$ cat src/rtl/channel_pkg.sv
// channel_pkg: types and constants shared by the channel-side blocks.
// Holds the CCW descriptor layout, the command bytes and the sequencer state encoding.
package channel_pkg;

    localparam logic [7:0] CMD_WRITE = 8'h01;
    localparam logic [7:0] CMD_READ  = 8'h02;
    localparam logic [7:0] CMD_NOP   = 8'h03;

    typedef struct packed {
        logic [7:0]  addr;
        logic [7:0]  command;
        logic [15:0] count;
        logic        chain;
    } ccw_t;

    typedef enum logic [2:0] {
        ST_IDLE,
        ST_LOAD,
        ST_START,
        ST_SETTLE,
        ST_XFER,
        ST_NEXT
    } seq_state_t;

endpackage

$ cat src/rtl/ccw_table.sv
// ccw_table: DEPTH-entry CCW descriptor register file.
// One write port and one registered read port; contents are not reset.
module ccw_table
    import channel_pkg::*;
#(
    parameter  int unsigned DEPTH = 4,
    localparam int unsigned IW    = $clog2(DEPTH)
) (
    input  logic          clk,
    input  logic          i_wr_en,
    input  logic [IW-1:0] i_wr_index,
    input  ccw_t          i_wr_data,
    input  logic [IW-1:0] i_rd_index,
    output ccw_t          o_rd_data
);

    ccw_t r_mem [DEPTH];
    ccw_t r_rd_data;

    always_ff @(posedge clk) begin
        if (i_wr_en) begin
            r_mem[i_wr_index] <= i_wr_data;
        end
        r_rd_data <= r_mem[i_rd_index];
    end

    assign o_rd_data = r_rd_data;

endmodule

$ cat src/rtl/ccw_sequencer.sv
// ccw_sequencer: runs a chained CCW program through the channel and meters byte counts.
// Chaining to following slots is built only when CCW_SEQUENCER_CHAIN_EN is defined.
module ccw_sequencer
    import channel_pkg::*;
#(
    parameter  int unsigned DEPTH = 4,
    localparam int unsigned IW    = $clog2(DEPTH)
) (
    input  logic          clk,
    input  logic          reset,
    input  logic          ccw_wr_en,
    input  logic [IW-1:0] ccw_wr_index,
    input  logic [7:0]    ccw_wr_addr,
    input  logic [7:0]    ccw_wr_command,
    input  logic [15:0]   ccw_wr_count,
    input  logic          ccw_wr_chain,
    input  logic          go,
    input  logic          abort,
    output logic          busy,
    output logic          done,
    output logic          short,
    output logic [IW-1:0] last_index,
    output logic [15:0]   residual,
    output logic [7:0]    chan_addr,
    output logic [7:0]    chan_command,
    output logic          chan_start,
    output logic          chan_stop,
    input  logic          chan_idle,
    output logic [7:0]    chan_send_tdata,
    output logic          chan_send_tvalid,
    input  logic          chan_send_tready,
    input  logic [7:0]    chan_recv_tdata,
    input  logic          chan_recv_tvalid,
    output logic          chan_recv_tready,
    input  logic [7:0]    src_tdata,
    input  logic          src_tvalid,
    output logic          src_tready,
    output logic [7:0]    sink_tdata,
    output logic          sink_tvalid,
    input  logic          sink_tready
);

    seq_state_t    r_state, w_state_nxt;
    logic [IW-1:0] r_index, w_index_nxt;
    logic [15:0]   r_cnt, w_cnt_nxt;
    logic          r_chain, r_abort_pend, r_stop, r_short;
    logic [7:0]    r_addr, r_cmd;
    logic [15:0]   r_residual;
    logic [IW-1:0] r_last_index;

    ccw_t w_wr_ccw, w_rd_ccw;
    logic w_xfer, w_cnt_nz, w_send_hs, w_recv_hs, w_abort, w_chain_go, w_done;

    assign w_wr_ccw = '{addr: ccw_wr_addr, command: ccw_wr_command,
                        count: ccw_wr_count, chain: ccw_wr_chain};

    // Read index follows the next-state index so the slot is ready during LOAD.
    ccw_table #(.DEPTH(DEPTH)) u_table (
        .clk        (clk),
        .i_wr_en    (ccw_wr_en & (r_state == ST_IDLE)),
        .i_wr_index (ccw_wr_index),
        .i_wr_data  (w_wr_ccw),
        .i_rd_index (w_index_nxt),
        .o_rd_data  (w_rd_ccw)
    );

    assign w_xfer    = (r_state == ST_XFER);
    assign w_cnt_nz  = (r_cnt != '0);
    assign w_send_hs = w_xfer & w_cnt_nz & src_tvalid & chan_send_tready;
    assign w_recv_hs = w_xfer & w_cnt_nz & chan_recv_tvalid & sink_tready;
    assign w_cnt_nxt = (w_send_hs | w_recv_hs) ? r_cnt - 16'd1 : r_cnt;
    assign w_abort   = (r_state != ST_IDLE) & (abort | r_abort_pend);

`ifdef CCW_SEQUENCER_CHAIN_EN
    assign w_chain_go = r_chain & ~r_short & ~w_abort & (r_index != IW'(DEPTH - 1));
`else
    logic w_unused_chain;
    assign w_unused_chain = r_chain;
    assign w_chain_go     = 1'b0;
`endif

    always_comb begin
        w_state_nxt = r_state;
        w_index_nxt = r_index;
        w_done      = 1'b0;
        case (r_state)
            ST_IDLE: begin
                if (go) begin
                    w_state_nxt = ST_LOAD;
                    w_index_nxt = '0;
                end
            end
            // An abort before the start pulse skips straight to waiting for idle.
            ST_LOAD:   w_state_nxt = w_abort ? ST_XFER : ST_START;
            ST_START:  w_state_nxt = ST_SETTLE;
            ST_SETTLE: w_state_nxt = ST_XFER;
            ST_XFER: begin
                if (chan_idle) begin
                    w_state_nxt = ST_NEXT;
                end
            end
            ST_NEXT: begin
                if (w_chain_go) begin
                    w_state_nxt = ST_LOAD;
                    w_index_nxt = r_index + IW'(1);
                end else begin
                    w_state_nxt = ST_IDLE;
                    w_done      = 1'b1;
                end
            end
            default: w_state_nxt = ST_IDLE;
        endcase
    end

    always_ff @(posedge clk) begin
        if (!reset) begin
            r_state      <= ST_IDLE;
            r_index      <= '0;
            r_cnt        <= '0;
            r_chain      <= 1'b0;
            r_abort_pend <= 1'b0;
            r_stop       <= 1'b0;
            r_addr       <= '0;
            r_cmd        <= '0;
            r_short      <= 1'b0;
            r_residual   <= '0;
            r_last_index <= '0;
        end else begin
            r_state      <= w_state_nxt;
            r_index      <= w_index_nxt;
            r_cnt        <= w_cnt_nxt;
            r_abort_pend <= w_abort & (w_state_nxt != ST_IDLE);
            // Stop is never raised once the channel reports idle.
            r_stop       <= w_xfer & ~chan_idle &
                            (w_abort | (~w_cnt_nz & (chan_send_tready | chan_recv_tvalid)));
            if (r_state == ST_LOAD) begin
                r_addr  <= w_rd_ccw.addr;
                r_cmd   <= w_rd_ccw.command;
                r_cnt   <= w_rd_ccw.count;
                r_chain <= w_rd_ccw.chain;
            end
            if (w_xfer & chan_idle) begin
                r_residual   <= w_cnt_nxt;
                r_short      <= (w_cnt_nxt != '0);
                r_last_index <= r_index;
            end
        end
    end

    assign busy             = (r_state != ST_IDLE) & ~w_done;
    assign done             = w_done;
    assign short            = r_short;
    assign last_index       = r_last_index;
    assign residual         = r_residual;
    assign chan_addr        = r_addr;
    assign chan_command     = r_cmd;
    assign chan_start       = (r_state == ST_START);
    assign chan_stop        = r_stop;
    assign chan_send_tdata  = w_xfer ? src_tdata : '0;
    assign chan_send_tvalid = w_xfer & w_cnt_nz & src_tvalid;
    assign src_tready       = w_xfer & w_cnt_nz & chan_send_tready;
    assign sink_tdata       = w_xfer ? chan_recv_tdata : '0;
    assign sink_tvalid      = w_xfer & w_cnt_nz & chan_recv_tvalid;
    assign chan_recv_tready = w_xfer & w_cnt_nz & sink_tready;

endmodule

$ cat config.mk
export PLATFORM = sky130hd
export DESIGN_NAME = ccw_sequencer
export DESIGN_NICKNAME = d
export VERILOG_FILES = /design/src/rtl/channel_pkg.sv /design/src/rtl/ccw_table.sv /design/src/rtl/ccw_sequencer.sv
export SDC_FILE = /design/constraint.sdc
export NUM_CORES = 1
export LEC_CHECK = 0
export ABC_AREA = 1
export ABC_CLOCK_PERIOD_IN_PS = 11300
export CAP_MARGIN = 20
export CELL_PAD_IN_SITES_DETAIL_PLACEMENT = 0
export CELL_PAD_IN_SITES_GLOBAL_PLACEMENT = 1
export CORE_ASPECT_RATIO = 1.2
export CORE_UTILIZATION = 45
export DETAILED_ROUTE_END_ITERATION = 8
export PLACE_DENSITY_LB_ADDON = 0.15
export SLEW_MARGIN = 25
export SYNTH_ARGS = -nofsm -noshare
export SYNTH_HDL_FRONTEND = slang
export SYNTH_HIERARCHICAL = 1
export SYNTH_SLANG_ARGS = --single-unit
export TNS_END_PERCENT = 1
$ cat constraint.sdc
create_clock -name clk -period 11.3 [get_ports clk]
set_input_delay 2.26 -clock clk [delete_from_list [all_inputs] [get_ports clk]]
set_output_delay 2.26 -clock clk [all_outputs]
set_load 0.01 [all_outputs]
# == After elaboration in Yosys (flattened, before gate mapping) ==
# Memory sizes are Yosys's and may differ from the RTL's. A register that Yosys moved wholly into a read port is not among the register bits.
# Cells that the tools add are included.
# totals
regBits,58
out_inout_bits,59
mem_bits_ro,0
ram_bits,132
latch_bits,0
word_cells,57
memories,1
# mem_list
memory,depth,word_bits,read_ports,rd_clocked_by_memory_dff,wr,line_no,text
u_table.r_mem,4,33,1,1,1,ccw_table.sv:17,ccw_t r_mem [DEPTH];
# op_classes
reduce_logical,5
addsub,1
bitwise_logic,22
n_mux,13
n_lt_le_gt_ge,0
mul,0
n_shift,0
eq_ne,5
div_mod_pow,0
# ops
operator,n
2-to-1 mux 16 bit,2
nonzero test 16 bit,2
2-to-1 mux 8 bit,2
subtractor 16 x 1 -> 16 bit (second input constant),1
bitwise AND 1 bit,15
one-hot mux 3 bit (5 select lines),1
2-to-1 mux 3 bit,3
== test 3 x 2 -> 1 bit (second input constant),2
== test 3 bit (second input constant),2
nonzero test 3 bit,2
2-to-1 mux 2 bit,2
bitwise OR 1 bit,4
== test 3 x 1 -> 1 bit (second input constant),1
logical NOT 3 bit,1
2-to-1 mux 1 bit,3
inverter 1 bit,3

# == Longest topological paths before layout ==
# logic_depth
word_depth,7
ltp_mapped,16
ltp_nobuf,15

# == Hierarchy ==
# Netlist, hierarchy kept.
# modules_own_cells
mod,area_per_inst_um2,n_inst,cells_per_inst,seq_area_each_um2
ccw_table,6217.2,1,558,4624.4
ccw_sequencer,3026.7,1,457,1161.1

# == Worst setup path before layout ==
# Ideal clock, no wire load.
# synth_path
kind,in2reg
from,input port ccw_wr_en
to,memory u_table/r_mem[0][0] in the netlist's numbering (enable)
slack_ps,6126
stages,4
required_time_ps,10835
arrival_time_ps,4709
path_cell_list,inv_1 -> nor2_1 -> inv_1 -> nor3_1
# synth_via
elab_chain_len,3
# synth_lines
item,line_no,text
from (decl),ccw_sequencer.sv:11,"input logic ccw_wr_en,"
bitwise AND 1 bit,ccw_sequencer.sv:60,".i_wr_en (ccw_wr_en & (r_state == ST_IDLE)),"
2-to-1 mux 1 bit,ccw_table.sv:21,if (i_wr_en) begin
2-to-1 mux 1 bit (implied by the code),ccw_table.sv:22,r_mem[i_wr_index] <= i_wr_data;
to (decl),ccw_table.sv:17,
# Every way passes these cells.

# == Worst setup path in the final report ==
# layout_path
from,input port chan_send_tready
to,output port src_tready
# layout_via
elab_chain_len,1
# layout_lines
item,line_no,text
from (decl),ccw_sequencer.sv:31,"input logic chan_send_tready,"
bitwise AND 1 bit,ccw_sequencer.sv:161,assign src_tready = w_xfer & w_cnt_nz & chan_send_tready;
to (decl),ccw_sequencer.sv:37,"output logic src_tready,"
# Every way passes these cells.

==> impl_metrics.toml <==
[routing]
dr_total_vias = 6191
route.detailed.drc = 0
first_pass_iters = 4
totalWireLength_mm = 18.86
ant_nets = 0
wl_per_cell_um = 13.57
drt_iter0_markers = 261
vias_per_cell = 4.454

[sta]
rsz0062_at_grt = "false"
min_period_over_period = 0.5114
maxSlewHeadroom = 0.4439
timing.fmax_mhz = 173.1
worstMarginPinSlew_ns = 0.8332
setup_tns_ns = 0
finalSetupViolCount = 0
finalHoldViolations = 0
whs_ns = 0.4458
finalMaxSlewViolations = 0
skew_ns = 0.02246
period_needed_ns = 5.778

[synth]
avgSynthCellArea_um2 = 9.069
yosysWarningCount = 6
synth_nets = 1062
synth_area_um2 = 9060
syn_inst = 999

[clock_tree]
htreeDepth = 1
cts_buffers = 23
cts_buffer_depth = 3
cts-root-buf = "clkbuf_16"
cts_resized = 0
clk_pin_slew_ns = 0.06
cts_setup_buffers = 0
cts_sinks = 218
cts_hold_buf = 0
cts_tree = "built"
insertion_delay_ns = 0.51

[worst_hold_path]
hp-class = "flop to flop"
hold_end = "chan_command[2]"
worstHoldStart = "u_table/o_rd_data[19]"
whs_path_depth = 2

[grt]
antenna_found_initial = 0
grt_pass1_wl_mm = 30.60
grt_overflow = 0
grt_pass1_vias = 5839
grt_use_total = 0.1889
grt_max_degree = 66

[floorplanning]
die_w_um = 131.5
fp.dieH_um = 157.4
rows = 56
die-area_um2 = 20710
core_um2 = 19620
initial_core_util = 0.4618
pin_count = 120

[run]
cap_violations = 0

[worst_setup_path]
reg2regPathDepth = 11
worst_r2r_endpoint = "u_table/o_rd_data[5]"
cp_slowest_cell = "clkdlybuf4s50_1"
required_ns = 9.04
cp-start-kind = "input port"
end_kind = "primary output"
arrival_ns = 3.52
cp_max_fo = 3
crit_top_cell = "clkdlybuf4s50_1"
reg2reg_from = "r_state[1]"
slowest_delay_ns = 0.55
worst-setup-path-type = "input port to primary output"
crit_family = "buffers and inverters"
rrSetupSlack_ns = 8.88
worst-path-buf-inv = 3
crit_chain = "clkdlybuf4s50_1, inv_1, nor2_1, clkdlybuf4s50_1"

[cells_and_area]
antennaDiodeCount = 0
syn_to_final_growth_pct = 24.25
layout-drive-gt1-share = 0.07263
nNetsFinal = 1175

[pwr]
power.leakage_nw = 5.187
powerDensity_nw_per_um2 = 181.9
ir_drop_mv = 0.1424

[placement]
io_buffer_count = 118
place_hpwl_mm = 11.58
gp_congestion = 0.8224

[outcome]
status = "complete, no violations"
==> area by class of cell <==
class                   instances  area (µm²)
fillers                      1744        8362
flip-flops and latches        218        5645
multi-input cells             525        2440
repair buffers                128        1256
inverters                     216       813.3
clock buffers                  27       610.6
well taps                     261       326.6
clock inverters                15       165.2
==> per-layer routing <==
layer,part of all wire,track usage,vias to the layer above
met4,0.012,0.04873,0
met1,0.44,0.2295,2727
li1,-,-,3321
met5,0,0,-
met2,0.51,0.3487,123
met3,0.036,0.02899,20
==> cell usage in the layout, fill, tap and decap left out, types with 6 or more instances in the layout <==
cell type,n
o21bai_1,8
clkdlybuf4s50_1,118
nor2_2,6
dfxtp_1,90
o21ai_0,38
inv_2,12
xor2_1,9
clkbuf_16,23
nor2_1,103
o211ai_1,14
nand2_1,229
nand3_1,80
edfxtp_1,128
inv_1,202
buf_4,10
clkinv_2,6
==> worst max path at each step <==
stage,to,depth (start not counted),slack [ns],from
final,src_tready,4,5.52,chan_send_tready
after global routing,src_tready,4,5.44,chan_send_tready
after CTS,src_tready,4,5.53,chan_send_tready
after detailed placement,src_tready,4,5.53,chan_send_tready
after global placement,src_tready,4,5.54,chan_send_tready
after floorplan,u_table/r_mem[0][10],4,6.20,ccw_wr_en
==> metrics by stage <==
| stage | total power [mW] | cell area, µm² | util | setup slack (ns) | std cells |
|---|---|---|---|---|---|
| after floorplan | 1.173 | 9060 | - | 6.197 | 999 |
| after global placement | 1.310 | 10480 | 0.5341 | 5.538 | 1348 |
| after detailed placement | 1.312 | 10480 | 0.5342 | 5.530 | 1348 |
| after CTS | 2.071 | 11260 | 0.5738 | 5.526 | 1390 |
| after global routing | 2.157 | 11260 | 0.5738 | 5.440 | 1390 |
| final | 2.047 | 11260 | 0.5738 | 5.522 | 1390 |
==> where the power goes <==
| group | internal, mW | leakage [nW] | switching (mW) | total, mW |
|---|---|---|---|---|
| Sequential | 0.903 | 1.91 | 0.0315 | 0.934 |
| Clock | 0.458 | 0.381 | 0.299 | 0.756 |
| Combinational | 0.146 | 2.90 | 0.211 | 0.357 |
==> tightest hold or removal path, delay by kind of cell, from the launching register on <==
| family | cells | cell delay, ns |
|---|---|---|
| flops | 1 | 0.31 |
| simple gates | 2 | 0.12 |
==> registers in the layout, indices dropped and copies added (netlist names), 2 cells and up <==
signal and count:
chan_addr 8, chan_command 8, last_index 2, r_cnt 16, r_index 2, r_state 3, residual 16, u_table/o_rd_data 32
u_table/r_mem 128
Power figures use the tool's default switching activity.
